`config.mk`:
```
export PLATFORM = sky130hd
export DESIGN_NAME = fclass_pipe
export DESIGN_NICKNAME = d
export VERILOG_FILES = /design/src/rtl/fclass_pkg.sv /design/src/rtl/fclass_decode.sv /design/src/rtl/fclass_pipe.sv
export SDC_FILE = /design/constraint.sdc
export NUM_CORES = 1
export LEC_CHECK = 0
export ABC_AREA = 1
export CAP_MARGIN = 20
export CORE_UTILIZATION = 40
export CTS_CLUSTER_SIZE = 12
export DETAILED_ROUTE_END_ITERATION = 7
export PLACE_DENSITY = 0.84
export SLEW_MARGIN = 20
export SYNTH_ARGS = -nofsm -noshare
export SYNTH_HDL_FRONTEND = slang
export SYNTH_SLANG_ARGS = --single-unit
export TNS_END_PERCENT = 1
```
`constraint.sdc`:
```
create_clock -name clk -period 3.9 [get_ports clk]
set_clock_uncertainty 0.15 [all_clocks]
set_input_delay 0.975 -clock clk [delete_from_list [all_inputs] [get_ports clk]]
set_output_delay 0.975 -clock clk [all_outputs]
set_load 0.005 [all_outputs]
```
`src/rtl/fclass_pkg.sv`:
```
// fclass_pkg: shared class indices, format codes, field widths and decode flags for fclass_pipe.
package fclass_pkg;
    localparam logic [3:0] CLS_NINF  = 4'd0;
    localparam logic [3:0] CLS_NNORM = 4'd1;
    localparam logic [3:0] CLS_NSUB  = 4'd2;
    localparam logic [3:0] CLS_NZERO = 4'd3;
    localparam logic [3:0] CLS_PZERO = 4'd4;
    localparam logic [3:0] CLS_PSUB  = 4'd5;
    localparam logic [3:0] CLS_PNORM = 4'd6;
    localparam logic [3:0] CLS_PINF  = 4'd7;
    localparam logic [3:0] CLS_SNAN  = 4'd8;
    localparam logic [3:0] CLS_QNAN  = 4'd9;
    localparam logic FMT_S = 1'b0;
    localparam logic FMT_D = 1'b1;
    localparam int EXP_W_S = 8;
    localparam int MAN_W_S = 23;
    localparam int EXP_W_D = 11;
    localparam int MAN_W_D = 52;
    localparam logic [31:0] BOX_PAT = 32'hFFFF_FFFF;
    typedef struct packed {
        logic sign;
        logic exp_zero;
        logic exp_ones;
        logic frac_zero;
        logic frac_msb;
        logic box_fail;
    } flags_t;
endpackage

```
`src/rtl/fclass_decode.sv`:
```
// fclass_decode: combinational field decode and NaN-box check of one operand.
module fclass_decode
    import fclass_pkg::*;
#(
    parameter int FLEN = 64
) (
    input  logic            fmt,
    input  logic [FLEN-1:0] opnd,
    output flags_t          flags
);
    logic [63:0] x;
    logic dbl;
    assign x = 64'(opnd);
    assign dbl = (FLEN == 64) && (fmt == FMT_D);
    always_comb begin
        flags.sign      = dbl ? x[EXP_W_D+MAN_W_D] : x[EXP_W_S+MAN_W_S];
        flags.exp_zero  = dbl ? (x[EXP_W_D+MAN_W_D-1:MAN_W_D] == '0) : (x[EXP_W_S+MAN_W_S-1:MAN_W_S] == '0);
        flags.exp_ones  = dbl ? (&x[EXP_W_D+MAN_W_D-1:MAN_W_D]) : (&x[EXP_W_S+MAN_W_S-1:MAN_W_S]);
        flags.frac_zero = dbl ? (x[MAN_W_D-1:0] == '0) : (x[MAN_W_S-1:0] == '0);
        flags.frac_msb  = dbl ? x[MAN_W_D-1] : x[MAN_W_S-1];
        // single operands in a 64-bit file must be NaN-boxed
        flags.box_fail  = (FLEN == 64) && !dbl && (x[63:32] != BOX_PAT);
    end
endmodule

```
`src/rtl/fclass_pipe.sv`:
```
// fclass_pipe: two-stage elastic FP classifier producing the 10-bit one-hot class mask.
module fclass_pipe
    import fclass_pkg::*;
#(
    parameter int FLEN  = 64,
    parameter int XLEN  = 32,
    parameter int TAG_W = 5
) (
    input  logic             clk,
    input  logic             rst,
    input  logic             i_valid,
    output logic             i_ready,
    input  logic             i_fmt,
    input  logic [FLEN-1:0]  i_opnd,
    input  logic [TAG_W-1:0] i_tag,
    input  logic             flush,
    output logic             o_valid,
    input  logic             o_ready,
    output logic [XLEN-1:0]  o_res,
    output logic [TAG_W-1:0] o_tag,
    output logic             o_snan
);
    flags_t d_flags, s1_flags;
    logic s1_valid, s2_valid, s1_adv, s2_adv;
    logic [TAG_W-1:0] s1_tag, s2_tag;
    logic [9:0] s2_res, cls;
    logic [3:0] idx;
    fclass_decode #(.FLEN(FLEN)) dec (.fmt(i_fmt), .opnd(i_opnd), .flags(d_flags));
    assign s2_adv  = !s2_valid || o_ready;
    assign s1_adv  = !s1_valid || s2_adv;
    assign i_ready = s1_adv;
    // a result still showing in the flush cycle belongs to a killed op
    assign o_valid = s2_valid && !flush;
    assign o_res   = XLEN'(s2_res);
    assign o_tag   = s2_tag;
    assign o_snan  = s2_res[CLS_SNAN];
    always_comb begin
        idx = s1_flags.box_fail ? CLS_QNAN
            : s1_flags.exp_ones ? (s1_flags.frac_zero ? (s1_flags.sign ? CLS_NINF : CLS_PINF)
                                                      : (s1_flags.frac_msb ? CLS_QNAN : CLS_SNAN))
            : s1_flags.exp_zero ? (s1_flags.frac_zero ? (s1_flags.sign ? CLS_NZERO : CLS_PZERO)
                                                      : (s1_flags.sign ? CLS_NSUB : CLS_PSUB))
            : (s1_flags.sign ? CLS_NNORM : CLS_PNORM);
        cls = 10'd1 << idx;
    end
    always_ff @(posedge clk or posedge rst) begin
        if (rst) begin
            s1_valid <= 1'b0;
            s1_flags <= '0;
            s1_tag   <= '0;
        end else if (flush) begin
            s1_valid <= 1'b0;
        end else if (s1_adv) begin
            s1_valid <= i_valid;
            if (i_valid) begin
                s1_flags <= d_flags;
                s1_tag   <= i_tag;
            end
        end
    end
    always_ff @(posedge clk or posedge rst) begin
        if (rst) begin
            s2_valid <= 1'b0;
            s2_res   <= '0;
            s2_tag   <= '0;
        end else if (flush) begin
            s2_valid <= 1'b0;
        end else if (s2_adv) begin
            s2_valid <= s1_valid;
            if (s1_valid) begin
                s2_res <= cls;
                s2_tag <= s1_tag;
            end
        end
    end
endmodule

```
# Word-level counts from Yosys, hierarchy flattened
# Cells that the tools add are included.
[word_totals]
ff_bits = 28
latchBits = 0
ram_bits = 0
mem_bits_ro = 0
out_inout_bits = 40
elab_cells = 51
n_memories = 0
[op_classes]
n_addsub = 0
n_mul = 0
div = 0
order_cmp = 0
eq_ne = 1
shifts = 1
n_mux = 19
bitwise = 1
n_reduce_logical = 18
[ops]
columns = ["op", "count"]
rows = [
  ["$logic_not 52->1", 1],
  ["$ne 32x32->1 const B", 1],
  ["$logic_not 23->1", 1],
  ["$mux 3", 6],
  ["$mux 4", 3],
  ["$logic_not 11->1", 1],
  ["$reduce_and 11->1", 1],
  ["$mux 1", 10],
  ["$shl 1x4->10 const A", 1],
  ["$logic_not 8->1", 1],
  ["$reduce_and 8->1", 1],
  ["$reduce_and 3->1", 2],
  ["$logic_not 1->1", 4],
  ["$reduce_bool 2->1", 2],
  ["$logic_and 1x1->1", 2],
  ["$logic_or 1x1->1", 2],
  ["$not 1->1", 1],
]

# Logic depth before layout (Yosys ltp)
# Gate-level depths: netlist of the first run.
[logic_depth]
word_depth = 6
ltp_mapped = 10
mapped_depth_nobuf = 10

# By module
# Synthesis of the first run repeated with hierarchy kept, for this count alone.
[unflattened]
cells_unflattened = 249
hier_area_um2 = 1871.8
[by_module_without_submodules]
columns = ["mod", "n_inst", "cells_per_inst", "area_each_um2", "seq_area_each_um2"]
rows = [
  ["fclass_pipe", 1, 154, 1475.2, 700.7],
  ["fclass_decode", 1, 95, 396.6, 0.0],
]

# Least setup slack after synthesis of the first run
# Ideal clock, no wire load.
[synth_path]
path_kind = "input -> output"
startpoint = "in o_ready"
endpoint = "out i_ready"
arrival_time_ps = 1174
setup_slack_ps = 1601
stages = 2
path_buffers = 0
cell_sequence = "nor2_2 > nand2_2"
[synth_between]
elab_chain_len = 2
[synth_lines]
columns = ["element", "line", "source"]
rows = [
  ["start, declared", "fclass_pipe.sv:18", "input logic o_ready,"],
  ["$logic_or 1x1->1", "fclass_pipe.sv:29", "assign s2_adv = !s2_valid || o_ready;"],
  ["$logic_or 1x1->1", "fclass_pipe.sv:30", "assign s1_adv = !s1_valid || s2_adv;"],
  ["end, declared", "fclass_pipe.sv:12", "output logic i_ready,"],
]
# Every way passes these cells.

# Worst setup path in the final report of the first run
# Ends and elaborated chain as after synthesis.

==> out/results.ini, run 1 <==
[die]
start_util_pct = 41.9
die_x_um = 69.8
die_y_um = 69.8
row_count = 24
dieArea_um2 = 4870
io_pins = 115
core_um2 = 4380

[setup_path]
crit_required_ps = 2770
reg2reg_from = s1_flags[5]$_DFFE_PP0P_
worstSetupStartpointType = input pin
rr_worst_depth = 9
crit_path_end_kind = output port
path_max_fanout = 3
critPathKind = input pin to output port
reg2reg_to = s2_res[2]$_DFFE_PP0P_
rrSetupSlack_ps = 2330
worstPathArrival_ps = 2110

[sta]
period_minus_slack_ps = 3230
rsz0062_at_grt = no
setup-violations-final = 0
clock.fmax_mhz = 310
fin_tns_setup_ps = 0
maxSlewViolCount = 0
hold_violations = 0
period_share_pct = 82.8

[logic_synthesis]
yosysWarningCount = 0
yosysUniqueCellTypes = 28
syn_avg_cell_area_um2 = 7.01
syn-instance-count = 262
synth_area_leader_cell = dfrtp_1
yosysSeqAreaShare_pct = 38.1
synth_top_area_share_pct = 38.1
synth_area_leaders = dfrtp_1, nand2_1, buf_4
netlist_area_um2 = 1840
synth_seq_cells = 28

[place]
gp_congestion = 0.771
port_buffers = 92
dp_hpwl_mm = 3.53

[clocking]
cts_resized = 0
cts_setup_buffers = 0
clock_sinks = 28
cts-root-buf = clkbuf_8
cts_hold_buf = 0
cts_tree = done
worstSkewPairLatency_ps = 270
cts_max_level = 1
numCtsBuffers = 3
clk_pin_slew_ps = 90
clk_path_buf_depth = 2

[grt]
grt_pass1_wl_mm = 7.19
antenna_found_initial = 0
overflow = 0
grt_pass1_vias = 1785
grt_use_total_pct = 17.9
grt_max_degree = 29

[route]
wl_per_cell_um = 10.1
drt_first_pass_iters = 4
dr.first_iter.drc_count = 78
totalWireLength_mm = 4.09
vias = 1887
routed_via_density = 4.65
ant_nets = 0
route.detailed.drc = 0

[pwr]
power_frac_seq_pct = 42.3
power_density_nw_per_um2 = 300
total_leakage_power_uw = 0.00132
pwr-share-clk_pct = 26.7
ir_worst_vdd_v = 0.000177
p_int_uw = 622
netSwitchingPower_uw = 219
p_comb_share_pct = 31.0
swShare_pct = 26.0
power_uw = 841

[cells_and_area]
fillers = 384
antenna_cells = 0
utilization_pct = 63.9
final_nets = 431
drive_gt1_share_pct = 6.50
multiInputGateArea_um2 = 928
areaGrowthSynthToFinish_pct = 52.5
regArea_um2 = 701

[worst_hold_path]
hp-class = flip-flop to flip-flop
hp-start = s2_res[5]$_DFFE_PP0P_
holdPathStages = 2
hold_end = s2_res[5]$_DFFE_PP0P_

[status]
outcome = completed

[flow_run]
maxCapViolCount = 0

[cell usage in the layout, fill, tap and decap left out, types with 2 or more instances in the layout]
master | netlist | routed
inv_1 | 20 | 19
a21oi_1 | 3 | 3
nor2_1 | 39 | 39
clkdlybuf4s50_1 | 0 | 92
a31oi_1 | 2 | 2
nand2_1 | 85 | 85
clkbuf_8 | 0 | 3
nand2_4 | 2 | 2
nand2_2 | 4 | 4
nand3_1 | 14 | 14
nor2_2 | 5 | 5
conb_1 | 1 | 22
nand4_1 | 11 | 11
dfrtp_1 | 28 | 28
nor3_1 | 5 | 5
o21ai_1 | 4 | 4
inv_2 | 3 | 3
[cell type report]
| type | count | area share [%] |
|---|---|---|
| clock buffer | 3 | 1.47 |
| sequential | 28 | 25.0 |
| timing repair buffer | 93 | 33.9 |
| clock inverter | 1 | 1.07 |
| tap | 52 | 2.32 |
| inverter | 23 | 3.08 |
| multi-input combinational | 206 | 33.2 |
[power by group through the flow]
stage                     sequential (uW)  combinational, uW  clock, uW
after floorplan                       359                122          0
after global placement                359                255          0
after detailed placement              362                259          0
after CTS                             356                261        229
after global routing                  361                292        240
final                                 355                261        225
[metal layers]
metal	vias to the layer above	track usage [%]	part of all wire (%)
li1	968	-	-
met1	830	21.1	41
met4	0	4.89	1.5
met5	-	0	0
met2	81	33.1	51
met3	8	3.05	6.6
[worst max path at each step]
stage,start,endpoint,slack (ps)
floorplan,o_ready,i_ready,1600
CTS,o_ready,i_ready,660
global route,o_ready,i_ready,620
detailed placement,o_ready,i_ready,670
global placement,flush,o_valid,680
finish,o_ready,i_ready,670
[cells in the mapped netlist (all sizes together)]
cell,count
conb,1
nor3,5
o21ai,5
nor2,44
dfrtp,28
nand4,11
inv,23
o211ai,1
nand2,91
or2,2
a31oi,2
buf,26
ha,1
o21bai,1
nand3,15
a21oi,4
nor3b,2
[per-stage QoR]
stage               cell area, um2  setup WS, ps  cells  hold slack (ps)
floorplan                     1920          1600    283              292
global placement              2700           680    401              305
detailed placement            2700           671    401              316
CTS                           2770           663    405              341
global route                  2800           620    406              370
finish                        2800           670    406              336
[critical path: stages]
cell	delay, ps
clkdlybuf4s50_1	480
nor2_2	50
nand2_2	90
clkdlybuf4s50_1	510
[flip-flops by register name, indices dropped and copies added (netlist names)]
register,cells
s1_valid,1
s2_valid,1
s2_res,10
s1_flags,6
o_tag,5
s1_tag,5
[cell families after synthesis]
| family | Yosys count | share of synthesized area (%) |
|---|---|---|
| other | 1 | 0.204 |
| adder cells (fa/ha/maj) | 1 | 0.681 |
| AND/OR/NAND/NOR | 170 | 41.2 |
| buffers and inverters | 49 | 15.6 |
| AO/OA/AOI/OAI | 13 | 4.16 |
| flip-flops | 28 | 38.1 |
No activity file was read; power rests on OpenSTA's default activity.
==> run 2: changes to the inputs <==
--- a/config.mk
+++ b/config.mk
@@ -7,10 +7,10 @@
 export LEC_CHECK = 0
 export ABC_AREA = 1
 export CAP_MARGIN = 20
-export CORE_UTILIZATION = 40
+export CORE_UTILIZATION = 33
 export CTS_CLUSTER_SIZE = 12
 export DETAILED_ROUTE_END_ITERATION = 7
-export PLACE_DENSITY = 0.84
+export PLACE_DENSITY = 0.74
 export SLEW_MARGIN = 20
 export SYNTH_ARGS = -nofsm -noshare
 export SYNTH_HDL_FRONTEND = slang
==> constraint.sdc (replaced) <==
create_clock -name clk -period 2.8 [get_ports clk]
set_clock_uncertainty 0.15 [all_clocks]
set_input_delay 0.7 -clock clk [delete_from_list [all_inputs] [get_ports clk]]
set_output_delay 0.7 -clock clk [all_outputs]
set_load 0.005 [all_outputs]
==> out/results.ini, run 2 (synthesized netlist as in run 1, its figures left out) <==
[cells_and_area]
final_nets = 432  ; was 431
areaGrowthSynthToFinish_pct = 53.0  ; was 52.5%
reg_top3 = s2_res x10, s1_flags x6  ; unchanged
layout_common_cells = clkdlybuf4s50_1, nand2_1, nor2_1  ; unchanged
final_common_cell = clkdlybuf4s50_1  ; unchanged
fillers = 508  ; was 384
regArea_um2 = 701  ; unchanged
multiInputGateArea_um2 = 928  ; unchanged
layoutNonFillerInstCount = 425  ; was 406
utilization_pct = 53.7  ; was 63.9%
largest_reg_flops = 10  ; unchanged
largest_register = s2_res  ; unchanged
drive_gt1_share_pct = 6.76  ; was 6.50%
antenna_cells = 0  ; unchanged

[pwr]
ir_worst_vdd_v = 0.000188  ; was 0.000177 V
power_density_nw_per_um2 = 419  ; was 300 nW/um2
total_leakage_power_uw = 0.00132  ; about the same

[worst_hold_path]
holdPathStages = 2  ; unchanged
hold_end = s2_res[7]$_DFFE_PP0P_  ; was s2_res[5]$_DFFE_PP0P_
hp-start = s2_res[7]$_DFFE_PP0P_  ; was s2_res[5]$_DFFE_PP0P_
hp-class = flip-flop to flip-flop  ; unchanged

[clocking]
cts_resized = 0  ; unchanged
cts_hold_buf = 0  ; unchanged
clock_sinks = 28  ; unchanged
cts_max_level = 1  ; unchanged
clk_pin_slew_ps = 100  ; was 90 ps
numCtsBuffers = 3  ; unchanged
worstSkewPairLatency_ps = 280  ; was 270 ps
cts_setup_buffers = 0  ; unchanged
cts_tree = done  ; unchanged
clk_path_buf_depth = 2  ; unchanged
cts-root-buf = clkbuf_8  ; unchanged

[sta]
clock.fmax_mhz = 373
rsz0062_at_grt = no  ; unchanged
setup-violations-final = 0  ; unchanged
period_share_pct = 95.7
hold_slack_ps = 337  ; was 336 ps
hold_violations = 0  ; unchanged
period_minus_slack_ps = 2680
fin_tns_setup_ps = 0  ; unchanged
maxSlewViolCount = 0  ; unchanged

[grt]
grt_max_degree = 29  ; unchanged
overflow = 0  ; unchanged
antenna_found_initial = 0  ; unchanged
grt_use_total_pct = 15.5  ; was 17.9%
grt_pass1_vias = 1801  ; was 1785
grt_pass1_wl_mm = 7.45  ; was 7.19 mm

[setup_path]
reg2reg_to = s2_res[2]$_DFFE_PP0P_  ; unchanged
crit_path_end_kind = output port  ; unchanged
rr_worst_depth = 9  ; unchanged
cp.depth = 4  ; unchanged
reg2reg_from = s1_flags[5]$_DFFE_PP0P_  ; unchanged
crit_required_ps = 1950  ; was 2770 ps
rrSetupSlack_ps = 1200  ; was 2330 ps
crit_chain = clkdlybuf4s50_1 -> nor2_2 -> nand2_2 -> clkdlybuf4s50_1  ; unchanged
worst-path-buf-inv = 2  ; unchanged
max_stage_delay_ps = 500  ; was 510 ps
worstSetupStartpointType = input pin  ; unchanged
worstPathArrival_ps = 1830  ; was 2110 ps
cp_top_family = buffers and inverters  ; unchanged
cpMaxStageDelayCell = clkdlybuf4s50_1  ; unchanged
path_common_cell = clkdlybuf4s50_1  ; unchanged
critPathKind = input pin to output port  ; unchanged
path_max_fanout = 3  ; unchanged

[route]
route.detailed.drc = 0  ; unchanged
vias = 1865  ; was 1887
drt_first_pass_iters = 4  ; unchanged
dr.first_iter.drc_count = 83  ; was 78
ant_nets = 0  ; unchanged
wl_per_cell_um = 10.0  ; was 10.1 um
totalWireLength_mm = 4.25  ; was 4.09 mm
routed_via_density = 4.39  ; was 4.65

[die]
die_x_um = 76.6  ; was 69.8 um
row_count = 26  ; was 24
io_pins = 115  ; unchanged
core_um2 = 5240  ; was 4380 um2
dieArea_um2 = 5870  ; was 4870 um2
die_y_um = 76.6  ; was 69.8 um
start_util_pct = 35.1  ; was 41.9%

[place]
dpl.cell_count = 421  ; was 401
dp_hpwl_mm = 3.56  ; was 3.53 mm
port_buffers = 92  ; unchanged
gp_congestion = 0.760  ; was 0.771

[flow_run]
maxCapViolCount = 0  ; unchanged

[status]
outcome = completed  ; unchanged

-- run 2: metal layers --
layer	share of wire, %	vias to the layer above	global-route usage, %
met1	42	816	18.4
met2	50	81	28.9
met4	0.99	0	4.04
met3	6.1	5	2.04
li1	-	963	-
met5	0	-	0
-- run 2: cell type report --
type	instances	area share, %
multi-input combinational	206	33.0
sequential	28	24.9
clock buffer	3	1.47
timing repair buffer	94	33.3
clock inverter	1	1.07
tap	70	3.12
inverter	23	3.07
-- run 2: stage by stage --
stage,cell area (um2),setup slack (ps),total power [uW]
CTS,2810,117,1190
floorplan,1920,1050,670
detailed placement,2740,122,868
global route,2810,79.8,1250
global placement,2740,144,860
finish,2810,121,1180
-- run 2: how the worst max path moves through the flow --
stage	startpoint	endpoint	slack (ps)
3_3_place_gp	o_ready	i_ready	140
6_report	o_ready	i_ready	120
4_1_cts	o_ready	i_ready	120
2_1_floorplan	o_ready	i_ready	1050
3_5_place_dp	o_ready	i_ready	120
5_1_grt	o_ready	i_ready	80
-- run 2: worst register-to-register path: stages, from the launching register on --
cell     delay [ps]
dfrtp_1         420
inv_1            80
ha_1            270
nand2_1          60
nand2_1          50
nand2_1          70
nand3_2         110
inv_2           120
nand3_1          80
o21ai_1         130
-- run 2: where the power goes --
part           switching [uW]  leakage [uW]  internal (uW)  total (uW)
combinational             150      0.000921            212         363
clock                     128     0.0000357            192         319
sequential               33.7      0.000364            461         494
total                     312       0.00132            865        1180
==> run 3: changes to the inputs <==
--- a/config.mk
+++ b/config.mk
@@ -11,7 +11,6 @@
 export CTS_CLUSTER_SIZE = 12
 export DETAILED_ROUTE_END_ITERATION = 7
 export PLACE_DENSITY = 0.74
-export SLEW_MARGIN = 20
 export SYNTH_ARGS = -nofsm -noshare
 export SYNTH_HDL_FRONTEND = slang
 export SYNTH_SLANG_ARGS = --single-unit
==> results of run 3 <==
Same layout as run 2: the final DEF is identical, and so are final timing and power.
